--- config.mk ---
export PLATFORM = sky130hd
export DESIGN_NAME = fetch_stage_flat
export DESIGN_NICKNAME = d
export VERILOG_FILES = /design/src/rtl/fetch_stage_if.sv /design/src/rtl/fetch_stage.sv /design/src/flat_wrapper.sv
export SDC_FILE = /design/constraint.sdc
export NUM_CORES = 1
export LEC_CHECK = 0
export BUFFER_PORTS_ARGS = -buffer_cell sky130_fd_sc_hd__buf_2
export CAP_MARGIN = 10
export CORE_MARGIN = 1.5
export CORE_UTILIZATION = 40
export CTS_BUF_LIST = sky130_fd_sc_hd__clkbuf_8
export DETAILED_ROUTE_END_ITERATION = 8
export GPL_ROUTABILITY_DRIVEN = 0
export SETUP_SLACK_MARGIN = 0.15
export SLEW_MARGIN = 20
export SYNTH_ARGS = -nofsm -noshare
export SYNTH_HDL_FRONTEND = slang
export SYNTH_SLANG_ARGS = --single-unit
--- constraint.sdc ---
create_clock -name clk -period 6 [get_ports clk]
set_clock_uncertainty 0.2 [all_clocks]
set_input_delay 0.3 -clock clk [delete_from_list [all_inputs] [get_ports clk]]
set_output_delay 0.3 -clock clk [all_outputs]
set_load 0.02 [all_outputs]
--- src/rtl/fetch_stage_if.sv ---
// Instruction-memory bus between the fetch stage and the instruction memory.
//
// Handshake (valid/ready semantics for this bus):
//   - imem_req is a one-cycle pulse. It is accepted the cycle it is high.
//     There is no ready signal, and at most one request is outstanding.
//   - imem_valid is a one-cycle strobe qualifying imem_rdata. It arrives at
//     least one cycle after the request it answers.
//
// Signals:
//   imem_req   : request pulse          (fetch -> memory)
//   imem_addr  : request address        (fetch -> memory)
//   imem_valid : response strobe        (memory -> fetch)
//   imem_rdata : response instruction   (memory -> fetch)
interface fetch_stage_if;
  logic        imem_req;
  logic [31:0] imem_addr;
  logic        imem_valid;
  logic [31:0] imem_rdata;

  modport master (output imem_req, output imem_addr,
                  input  imem_valid, input imem_rdata);
  modport slave  (input  imem_req, input imem_addr,
                  output imem_valid, output imem_rdata);
endinterface

--- src/rtl/fetch_stage.sv ---
// Instruction-fetch stage of the multicycle RISC-V core.
// Holds the fetch PC and issues one request at a time. It absorbs a decode
// stall in a one-entry hold buffer and kills in-flight fetches on redirect.
// It writes the IF/ID register that feeds the decode controller.
//
// Ports:
//   clk, reset        : clock, synchronous active-high reset
//   stall             : hold IF/ID (load-use hazard, !dhit, alu_busy)
//   redirect          : taken branch/jump resolved this cycle
//   redirect_pc       : redirect target
//   imem              : instruction-memory bus (master side)
//   instr_d, pc_d     : IF/ID instruction and PC
//   opcode/funct3/funct7 : slices of instr_d
//   ihit              : fetched instruction available this cycle
//   sendNop           : IF/ID holds a bubble
//   dbg_state         : FSM state (0=REQ, 1=WAIT, 2=HOLD)
module fetch_stage #(
  parameter logic [31:0] RESET_PC = 32'h0000_1000,
  parameter logic [31:0] NOP      = 32'h0000_0013
) (
  input  logic         clk,
  input  logic         reset,
  input  logic         stall,
  input  logic         redirect,
  input  logic [31:0]  redirect_pc,
  fetch_stage_if.master imem,
  output logic [31:0]  instr_d,
  output logic [31:0]  pc_d,
  output logic [6:0]   opcode,
  output logic [2:0]   funct3,
  output logic [6:0]   funct7,
  output logic         ihit,
  output logic         sendNop,
  output logic [1:0]   dbg_state
);

  typedef enum logic [1:0] {
    S_REQ  = 2'd0,
    S_WAIT = 2'd1,
    S_HOLD = 2'd2
  } state_e;

  state_e      state_q, state_d;
  logic [31:0] pc_f_q, pc_f_d;
  logic        kill_q, kill_d;
  logic [31:0] hold_buf_q, hold_buf_d;
  logic [31:0] instr_d_q, instr_d_d;
  logic [31:0] pc_d_q, pc_d_d;
  logic        valid_d_q, valid_d_d;

  // An instruction ready to enter IF/ID this cycle (fresh or from hold_buf).
  logic        new_valid;
  logic [31:0] new_instr;

  always_comb begin
    state_d       = state_q;
    pc_f_d        = pc_f_q;
    kill_d        = kill_q;
    hold_buf_d    = hold_buf_q;
    new_valid     = 1'b0;
    new_instr     = hold_buf_q;
    imem.imem_req = 1'b0;

    case (state_q)
      S_REQ: begin
        imem.imem_req = ~reset & ~redirect;
        if (redirect) begin
          pc_f_d = redirect_pc;
        end else begin
          state_d = S_WAIT;
        end
      end
      S_WAIT: begin
        if (redirect) begin
          pc_f_d = redirect_pc;
          if (imem.imem_valid) begin
            // Response for the stale PC lands with the redirect: drop it.
            state_d = S_REQ;
            kill_d  = 1'b0;
          end else begin
            // Response still in flight: remember to drop it when it arrives.
            kill_d  = 1'b1;
          end
        end else if (imem.imem_valid && kill_q) begin
          kill_d  = 1'b0;
          state_d = S_REQ;
        end else if (imem.imem_valid && !stall) begin
          new_valid = 1'b1;
          new_instr = imem.imem_rdata;
          pc_f_d    = pc_f_q + 32'd4;
          state_d   = S_REQ;
        end else if (imem.imem_valid) begin
          hold_buf_d = imem.imem_rdata;
          state_d    = S_HOLD;
        end
      end
      S_HOLD: begin
        if (redirect) begin
          // hold_buf is simply abandoned; it is overwritten before reuse.
          pc_f_d  = redirect_pc;
          state_d = S_REQ;
        end else if (!stall) begin
          new_valid = 1'b1;
          new_instr = hold_buf_q;
          pc_f_d    = pc_f_q + 32'd4;
          state_d   = S_REQ;
        end
      end
      default: state_d = S_REQ;
    endcase

    // IF/ID: redirect flush beats stall, stall beats a new load.
    instr_d_d = instr_d_q;
    pc_d_d    = pc_d_q;
    valid_d_d = valid_d_q;
    if (redirect) begin
      instr_d_d = NOP;
      valid_d_d = 1'b0;
    end else if (stall) begin
      instr_d_d = instr_d_q;
    end else if (new_valid) begin
      instr_d_d = new_instr;
      pc_d_d    = pc_f_q;
      valid_d_d = 1'b1;
    end else begin
      instr_d_d = NOP;
      valid_d_d = 1'b0;
    end
  end

  always_ff @(posedge clk) begin
    if (reset) begin
      state_q    <= S_REQ;
      pc_f_q     <= RESET_PC;
      kill_q     <= 1'b0;
      hold_buf_q <= 32'd0;
      instr_d_q  <= NOP;
      pc_d_q     <= 32'd0;
      valid_d_q  <= 1'b0;
    end else begin
      state_q    <= state_d;
      pc_f_q     <= pc_f_d;
      kill_q     <= kill_d;
      hold_buf_q <= hold_buf_d;
      instr_d_q  <= instr_d_d;
      pc_d_q     <= pc_d_d;
      valid_d_q  <= valid_d_d;
    end
  end

  assign imem.imem_addr = pc_f_q;
  assign instr_d        = instr_d_q;
  assign pc_d           = pc_d_q;
  assign opcode         = instr_d_q[6:0];
  assign funct3         = instr_d_q[14:12];
  assign funct7         = instr_d_q[31:25];
  assign sendNop        = ~valid_d_q;
  assign dbg_state      = state_q;
  assign ihit           = ~redirect &
                          (((state_q == S_WAIT) & imem.imem_valid & ~kill_q) |
                           (state_q == S_HOLD));

endmodule

--- src/flat_wrapper.sv ---
// flat-port wrapper written by rule: the top's interface ports become plain ports
module fetch_stage_flat 
#(
  parameter logic [31:0] RESET_PC = 32'h0000_1000,
  parameter logic [31:0] NOP      = 32'h0000_0013
)
  (clk, reset, stall, redirect, redirect_pc, instr_d, pc_d, opcode, funct3, funct7, ihit, sendNop, dbg_state, imem_imem_req, imem_imem_addr, imem_imem_valid, imem_imem_rdata);
  fetch_stage_if imem_i ();
  input  logic clk;
  input  logic reset;
  input  logic stall;
  input  logic redirect;
  input  logic [31:0] redirect_pc;
  output logic [31:0] instr_d;
  output logic [31:0] pc_d;
  output logic [6:0] opcode;
  output logic [2:0] funct3;
  output logic [6:0] funct7;
  output logic ihit;
  output logic sendNop;
  output logic [1:0] dbg_state;
  output wire logic [$bits(imem_i.imem_req)-1:0] imem_imem_req;
  output wire logic [$bits(imem_i.imem_addr)-1:0] imem_imem_addr;
  input wire logic [$bits(imem_i.imem_valid)-1:0] imem_imem_valid;
  input wire logic [$bits(imem_i.imem_rdata)-1:0] imem_imem_rdata;
  assign imem_imem_req = imem_i.imem_req;
  assign imem_imem_addr = imem_i.imem_addr;
  assign imem_i.imem_valid = imem_imem_valid;
  assign imem_i.imem_rdata = imem_imem_rdata;
  fetch_stage #(.RESET_PC(RESET_PC), .NOP(NOP)) u_core (.clk(clk), .reset(reset), .stall(stall), .redirect(redirect), .redirect_pc(redirect_pc), .imem(imem_i), .instr_d(instr_d), .pc_d(pc_d), .opcode(opcode), .funct3(funct3), .funct7(funct7), .ihit(ihit), .sendNop(sendNop), .dbg_state(dbg_state));
endmodule
# == Word level (Yosys, flattened, before mapping) ==
# Cells that the tools add are included.
# totals
reg_bits,132
input_bits,69
output_inout_bits,118
word_cells,72
# op_classes
addsub,1
eq_ne,9
muxes,31
n_bitwise,12
n_reduce_logical,12
# op_table
cell,count
$mux W32,10
$pmux W32 S3,1
$add A32 B3 Y32 const B,1
$mux W2,8
$mux W1,10
$reduce_and A5 Y1,2
$ne A3 B3 Y1 const B,3
$not A1 Y1,7
$pmux W2 S3,1
$and A1 B1 Y1,4
$ne A2 B2 Y1 const B,2
$ne A4 B2 Y1 const B,1
$reduce_and A4 Y1,1
$ne A3 B2 Y1 const B,1
$reduce_and A3 Y1,1
$reduce_bool A3 Y1,1
$eq A2 B1 Y1 const B,1
$eq A2 B2 Y1 const B,1
$logic_and A1 B1 Y1,2
$logic_not A2 Y1,1
$pmux W1 S2,1
$reduce_and A2 Y1,1
$reduce_bool A2 Y1,1
$reduce_or A2 Y1,1
2 further kinds,2

# == Longest topological paths before layout ==
# Gate-level depths: netlist (run 1).
# logic_depth
word_depth,7
mapped_depth,10
ltp_nobuf,7

# == Worst setup path after synthesis (run 1) ==
# Ideal clock, no wire load.
# synth_timing
kind,reg-to-reg
startpoint,reg u_core.pc_f_q[2] (netlist: u_core.imem.imem_addr[2])
endpoint,reg u_core.pc_f_q[28] (netlist: u_core.imem.imem_addr[28])
setup_time_ns,0.077
arrival_time_ns,2.047
required_ns,5.723
slack_ns,3.676
path_stages_with_launch,7
n_path_buf,0
synth_period_minus_slack_ns,2.324
path_cell_list,dfxtp_1 -> ha_1 -> nand3_2 -> nor4_4 -> nand4_1 -> or4_1 -> a41oi_2
# synth_via
elab_chain_cells,5
elab_cells_between_ends,7
cone_classes,1 x add/sub; 6 x mux
# synth_lines
item,line_no,rtl
"start, declared",fetch_stage.sv:44,"logic [31:0] pc_f_q, pc_f_d;"
"start signal, assigned",fetch_stage.sv:142,pc_f_q <= pc_f_d;
$add A32 B3 Y32 *,"fetch_stage.sv:90, fetch_stage.sv:105",
$mux W32,fetch_stage.sv:87,end else if (imem.imem_valid && !stall) begin
$mux W32,fetch_stage.sv:84,end else if (imem.imem_valid && kill_q) begin
$mux W32,fetch_stage.sv:74,if (redirect) begin
$pmux W32 S3 *,fetch_stage.sv:64,case (state_q)
# Every way passes the cells marked *; elsewhere a longest branch is shown, timed or not. The select of a mux whose other input is x is not followed.
# A chain may end at the register's enable or synchronous reset.

# == Worst setup path in the final report (run 1) ==
# layout_timing
startpoint,reg u_core.state_q[1] (netlist: u_core.dbg_state[1])
endpoint,reg u_core.hold_buf_q[14]
# layout_via
elab_chain_cells,2
# layout_lines
item,line_no,rtl
"start, declared",fetch_stage.sv:43,"state_e state_q, state_d;"
"start signal, assigned",fetch_stage.sv:141,state_q <= state_d;
$eq A2 B1 Y1,fetch_stage.sv:64,
$reduce_and A5 Y1 (no line),--,
"end signal, assigned",fetch_stage.sv:144,hold_buf_q <= hold_buf_d;
"end, declared",fetch_stage.sv:46,"logic [31:0] hold_buf_q, hold_buf_d;"
# No other way between the ends.

==> results of run 1 <==
## cell families after synthesis
logic type      Yosys count
fa+ha+maj                 4
compound gates          199
mux                      37
flops                   132
buf+inv                  82
simple gates            303
## per-stage QoR
step                      power (uW)  instances  worst slack (ns)
after floorplan                 1150        757              3.68
after global placement          1260       1062              3.38
after detailed placement        1260       1062              3.40
after CTS                       2050       1153              3.36
after global routing            2130       1153              3.14
final                           2030       1153              3.39
## routing by layer
metal / share of wire / GRT usage / wire, um
met5: 0 / 0 / 0
met4: 0.0075 / 0.0656 / 133
met3: 0.051 / 0.0439 / 907
met2: 0.50 / 0.373 / 8910
met1: 0.44 / 0.285 / 7880
## cells in the final DEF (no fill, tap or decap), drive strengths merged, types with 4 or more instances in the layout
cell,synthesis,layout
dlygate4sd3,0,63
nor2,56,56
inv,8,10
dfxtp,132,132
and2,7,7
a2bb2oi,4,4
nand3,17,17
a22oi,30,30
a21o,10,10
o21ai,18,18
and3,5,5
mux2,34,34
a21oi,97,97
a32o,4,4
a31oi,11,11
nor4,5,5
ha,4,4
nor3,9,9
clkbuf,45,21
nand4,15,15
nand2,172,172
buf,29,195
o22ai,5,5
## worst paths after layout
kind,to,slack [ns],depth (start not counted)
max,u_core.hold_buf_q[14],3.39,9
min,u_core.imem.imem_addr[11],0.02,5
max reg2reg,u_core.hold_buf_q[14],3.39,9
min reg2reg,u_core.pc_d[0],0.25,2
## area by class of cell
type,instances,share of cell area
inverter,8,0.00375
clock buffer,21,0.0361
tap,184,0.0287
multi-input combinational,543,0.385
timing repair buffer,258,0.204
sequential,132,0.330
clock inverter,7,0.0134
## worst min-delay path, delay by kind of cell
kind / cells / cell delay [ns]
buffers and inverters: 1 / 0.10
AND/OR/NAND/NOR: 2 / 0.10
AO/OA/AOI/OAI: 2 / 0.11
## timing repair
item                                   CTS  global route
buffers inserted                         0             0
hold buffers                            63             0
endpoints found under the hold margin   50             0
## power by group through the flow
stage | Combinational (uW) | Sequential (uW) | Clock [uW]
finish | 309 | 958 | 764
global route | 337 | 964 | 826
CTS | 309 | 957 | 787
detailed placement | 280 | 977 | 0
global placement | 280 | 977 | 0
floorplan | 158 | 995 | 0
## flip-flops by register name, indices dropped and copies added (netlist names)
signal                 flops
u_core.kill_q              1
u_core.instr_d            32
u_core.valid_d_q           1
u_core.imem.imem_addr     32
u_core.dbg_state           2
u_core.hold_buf_q         32
u_core.pc_d               32
==> flow_summary_export.csv, run 1 <==
group,metric,value,unit
setup_path,crit_chain,"inv_1 -> ha_1 -> nand2b_1 -> a21oi_1 -> and2_1 -> buf_4 -> nand2_1 -> a21oi_1 -> dlygate4sd3_1",
routing,finalWirelength,17800,um
logic_synthesis,synth-edff-count,0,
finish,drive_above_1_share,0.264,
clock_tree,cts_tree,"yes",
power,pwr-share-comb,0.152,
placed_design,dp.final_hpwl,11100,um
clock_tree,cts_resized,0,
placed_design,place_area,6990,um^2
global_routing,grt.total_usage,0.221,
logic_synthesis,muxShareOfSynthArea,0.0677,
flow_run,maxCapViolations,0,
global_routing,antenna_found_initial,0,
setup_path,startpoint_type,"flop",
clock_tree,numCtsBuffers,17,
logic_synthesis,yosys.area_share.simple,0.224,
routing,drtIter0Drc,369,
logic_synthesis,synth_compound_area_frac,0.204,
power,ir_drop,0.127,mV
clock_tree,h-tree-depth,4,
global_routing,grt_max_degree,84,
setup_path,regToRegStartpoint,"u_core.dbg_state[1]",
routing,num_vias,6004,
setup_path,critPathRequiredTime,6.17,ns
finish,fin_nets,1033,
logic_synthesis,synthTopCellsByArea,"dfxtp_1 (43%), nand2_1 (11%), a21oi_1 (8.0%)",
routing,vias_per_cell,5.21,
die,die-height,127,um
logic_synthesis,synth_common_cells,"nand2_1 (172), dfxtp_1 (132), a21oi_1 (97)",
timing,tns,0,ns
global_routing,grt_pass1_vias,5545,
setup_path,cpPeakStageDelay,0.56,ns
logic_synthesis,synth_most_common_cell,"nand2_1",
clock_tree,cts_root_buf,"clkbuf_8",
die,dieArea,16000,um^2
clock_tree,numClockSinks,132,
logic_synthesis,ys_types,55,
setup_path,worstPathArrival,2.79,ns
die,top_level_ports,187,
finish,design_area,8020,um^2
power,p_sw_frac,0.273,
outcome,outcome,"completed",
finish,register_area,2640,um^2
power,p_int,1480,uW
timing,period_minus_slack,2.61,ns
global_routing,grt-ovfl-total,0,
timing,fmax,383,MHz
power,pwr-share-clk,0.376,
clock_tree,clk_pin_slew,0.07,ns
logic_synthesis,synth_largest_area_cell,"dfxtp_1",
finish,num_antenna_cells,0,
clock_tree,clock_path_buffers,2,
timing,hold_ws,0.0236,ns
die,initial_utilization,0.415,
setup_path,worst-path-buf-inv,3,
routing,firstDrtPassIters,5,
setup_path,crit_path_max_fanout,32,
setup_path,crit_type,"reg2reg",
clock_tree,insertion_delay,0.43,ns
power,power.switching,554,uW
logic_synthesis,syn_area_per_cell,8.06,um^2
logic_synthesis,synth_cells,757,
finish,multiInputGateArea,3090,um^2
global_routing,grt_pass1_wl,28500,um
logic_synthesis,yosysWarnings,0,
min_path,min-delay-path-class,"in2reg",
power,powerDensity,253,nW/um^2
finish,area_growth,31.4,%
setup_path,slowest_stage,"dlygate4sd3_1",
logic_synthesis,yosysSeqAreaShare,0.433,
timing,worst_pin_slew,0.931,ns
placed_design,numPortBuffers,186,
logic_synthesis,synth_top_family_by_area,"simple AND/OR/NAND/NOR gates",
timing,finalHoldViolCount,0,
die,rows,44,
die,die_w,127,um
logic_synthesis,synth-adder-area-share,0.00820,
logic_synthesis,yosysTopAreaCellShare,0.433,
finish,fin_util,0.545,
min_path,hp-start,"redirect_pc[11]",
timing,slew_headroom,0.379,
setup_path,critPathLaunch,"u_core.dbg_state[1]",
power,power_leakage,0.00343,uW
logic_synthesis,synth-seq-cells,132,
routing,drc,0,
timing,period_share,0.436,
timing,rsz0062_at_grt,"false",
logic_synthesis,synthXorXnorAreaFrac,0,
setup_path,path_delay_family,"buffers and inverters",
logic_synthesis,synthFlopType,"dfxtp_1",
logic_synthesis,netlist_area,6100,um^2
setup_path,crit_path_frequent_cell,"a21oi_1",
setup_path,endpoint_kind,"flop",
finish,fillers,1419,
die,core,14700,um^2
power,power_frac_seq,0.472,
routing,wl_per_cell,15.5,um
logic_synthesis,mappedNetlistNets,830,
timing,setup_viol,0,
timing,final_max_slew_viol_count,0,
logic_synthesis,synth-async-reset-ratio,0,
routing,postRouteAntennaNets,0,
Note: power is estimated with default switching activity, not from simulation.
==> run 2: changes to the inputs <==
--- a/config.mk
+++ b/config.mk
@@ -5,6 +5,7 @@
 export SDC_FILE = /design/constraint.sdc
 export NUM_CORES = 1
 export LEC_CHECK = 0
+export ABC_AREA = 1
 export BUFFER_PORTS_ARGS = -buffer_cell sky130_fd_sc_hd__buf_2
 export CAP_MARGIN = 10
 export CORE_MARGIN = 1.5
==> constraint.sdc (replaced) <==
create_clock -name clk -period 2.6 [get_ports clk]
set_clock_uncertainty 0.2 [all_clocks]
set_input_delay 0.13 -clock clk [delete_from_list [all_inputs] [get_ports clk]]
set_output_delay 0.13 -clock clk [all_outputs]
set_load 0.02 [all_outputs]
==> run 2 against run 1 <==
Synthesized cell count is 25% higher. Count of clock-buffer cells in the layout is 1 lower. Worst setup slack worse by 3.1 ns. Cell count is 21% higher. First-iteration DRC count is 13% higher. Wire length is 8.7% higher. Register-to-register slack worse by 3.1 ns. Utilization is 0.66 points higher. Power grew to 3.4 times the previous value. Global-route usage is 1.6 points higher. Sequential power grew to 2.8 times the previous value. Maximum frequency is 13% higher. Highest routed layer unchanged.
==> flow_summary_export.csv, run 2 <==
group,metric,value,unit
logic_synthesis,synth-async-reset-ratio,0,
timing,fmax,432,MHz
finish,drive_above_1_share,0.210,
power,powerDensity,824,nW/um^2
logic_synthesis,yosysTopAreaCellShare,0.419,
flow_run,maxCapViolations,0,
die,die-height,129,um
placed_design,numPortBuffers,186,
die,initial_utilization,0.412,
setup_path,worstPathArrival,2.50,ns
logic_synthesis,ys_types,32,
finish,fin_nets,1242,
clock_tree,insertion_delay,0.46,ns
setup_path,startpoint_type,"flop",
clock_tree,numCtsBuffers,17,
setup_path,endpoint_kind,"flop",
finish,area_growth,34.0,%
logic_synthesis,syn_area_per_cell,6.67,um^2
global_routing,grt-busiest-layer,"met2",
routing,num_vias,6730,
min_path,min-delay-path-class,"reg2reg",
clock_tree,numClockSinks,132,
logic_synthesis,netlist_area,6310,um^2
logic_synthesis,synth_most_common_cell,"nand2_1",
die,core,15300,um^2
setup_path,crit_path_max_fanout,28,
routing,finalWirelength,19400,um
clock_tree,post_cts_buffers,0,
global_routing,grt_pass1_wl,30800,um
finish,design_area,8450,um^2
setup_path,crit_chain,"inv_1 -> ha_2 -> nand2_1 -> a21oi_1 -> and2_4 -> buf_12 -> nand3_1 -> dlygate4sd3_1 -> a21oi_1",
routing,postRouteAntennaNets,0,
clock_tree,clock_path_buffers,2,
power,power_leakage,0.00360,uW
global_routing,gr-usage-met2,0.405,
routing,drtIter0Drc,418,
placed_design,pre_cts_slack,0.342,ns
die,die_w,129,um
logic_synthesis,mappedNetlistNets,1019,
timing,worst_pin_slew,0.669,ns
timing,period_share,0.891,
timing,rsz0062_at_grt,"true",
die,top_level_ports,187,
power,ir_drop,0.520,mV
routing,drc,0,
setup_path,cpPeakStageDelay,0.57,ns
placed_design,place_area,7250,um^2
logic_synthesis,synth-seq-cells,132,
global_routing,grt-ovfl-total,0,
timing,final_max_slew_viol_count,0,
setup_path,crit_type,"reg2reg",
global_routing,antenna_found_initial,0,
clock_tree,h-tree-depth,4,
timing,hold_ws,0.253,ns
setup_path,slowest_stage,"dlygate4sd3_1",
global_routing,grt_pass1_vias,6291,
clock_tree,cts_root_buf,"clkbuf_8",
logic_synthesis,yosysSeqAreaShare,0.419,
logic_synthesis,synth_common_cells,"nand2_1 (224), nor2_1 (164), dfxtp_1 (132)",
finish,num_antenna_cells,0,
logic_synthesis,synth-edff-count,0,
clock_tree,clk_pin_slew,0.08,ns
power,total_power,6960,uW
logic_synthesis,synth_largest_area_cell,"dfxtp_1",
logic_synthesis,synthTopCellsByArea,"dfxtp_1 (42%), nand2_1 (13%), nor2_1 (9.8%)",
routing,wl_per_cell,13.9,um
clock_tree,cts_tree,"yes",
setup_path,crit_path_frequent_cell,"a21oi_1",
logic_synthesis,yosysWarnings,0,
finish,final_common_cell,"nand2_1",
finish,final_cell_mix,"nand2_1 (224), buf_2 (186), nor2_1 (163)",
routing,vias_per_cell,4.83,
timing,finalHoldViolCount,0,
global_routing,use_met3,0.0466,
die,rows,45,
global_routing,gr-usage-met1,0.298,
global_routing,grt.total_usage,0.237,
outcome,outcome,"completed",
die,dieArea,16500,um^2
timing,tns,0,ns
timing,slew_headroom,0.553,
global_routing,grt_max_degree,38,
logic_synthesis,synth_cells,946,
setup_path,critPathRequiredTime,2.78,ns
logic_synthesis,synthFlopType,"dfxtp_1",
routing,firstDrtPassIters,5,
timing,period_minus_slack,2.32,ns
placed_design,dp.final_hpwl,13000,um
timing,worst_slack,0.284,ns
timing,setup_viol,0,
==> run 2: repair_timing <==
action / CTS / global route
resized for setup: 0 / 6
hold buffers: 73 / 0
endpoints found under the hold margin: 97 / 0
setup endpoints to repair: 0 / 4
==> run 2: cells by family (layout without fill, tap and decap cells) <==
| logic type | after synthesis | in the layout | synth area share |
|---|---|---|---|
| buffers and inverters | 128 | 364 | 0.0991 |
| AOI/OAI and AO/OA | 219 | 219 | 0.178 |
| adders and majority gates | 4 | 4 | 0.00793 |
| and+or+nand+nor | 462 | 462 | 0.295 |
| DFF | 132 | 132 | 0.419 |
| xor gates and xnor gates | 1 | 1 | 0.00139 |
==> run 2: where the power goes <==
part	internal, uW	switching [uW]	leakage (uW)
combinational	784	1540	0.00232
sequential	2310	381	0.00107
clock	1120	833	0.000217
==> run 2: worst paths after layout <==
kind	startpoint	to	slack [ns]	cells past startpoint
hold / removal	u_core.hold_buf_q[28]	u_core.hold_buf_q[28]	0.25	2
setup reg to reg	u_core.dbg_state[1]	u_core.hold_buf_q[2]	0.28	9
setup / recovery	u_core.dbg_state[1]	u_core.hold_buf_q[2]	0.28	9
hold reg to reg	u_core.hold_buf_q[28]	u_core.hold_buf_q[28]	0.25	2
==> run 2: final cells by class <==
type,count,area [um^2]
inverter,57,220
timing repair buffer,275,1820
clock buffer,20,275
clock inverter,12,178
fill,1516,6860
multi-input combinational,686,3050
tap,211,264
sequential,132,2640
==> run 2: stage by stage <==
step           cells   util
6_report        1393  0.552
4_1_cts         1393  0.551
3_5_place_dp    1288  0.473
2_1_floorplan    946      -
5_1_grt         1393  0.552
3_3_place_gp    1288  0.473
==> run 2: critical path: cells and delay by family, from the launching register on <==
| family | cells | cell delay, ns |
|---|---|---|
| AND/OR/NAND/NOR | 3 | 0.36 |
| AO/OA/AOI/OAI | 2 | 0.31 |
| buffers and inverters | 3 | 0.82 |
| flip-flops | 1 | 0.33 |
| adder cells (fa/ha/maj) | 1 | 0.21 |
==> run 2: routing by layer <==
layer / vias to the layer above / share of wire
met1: 2995 / 0.46
met5: - / 0
met3: 24 / 0.050
met4: 0 / 0.020
met2: 205 / 0.47
li1: 3506 / -
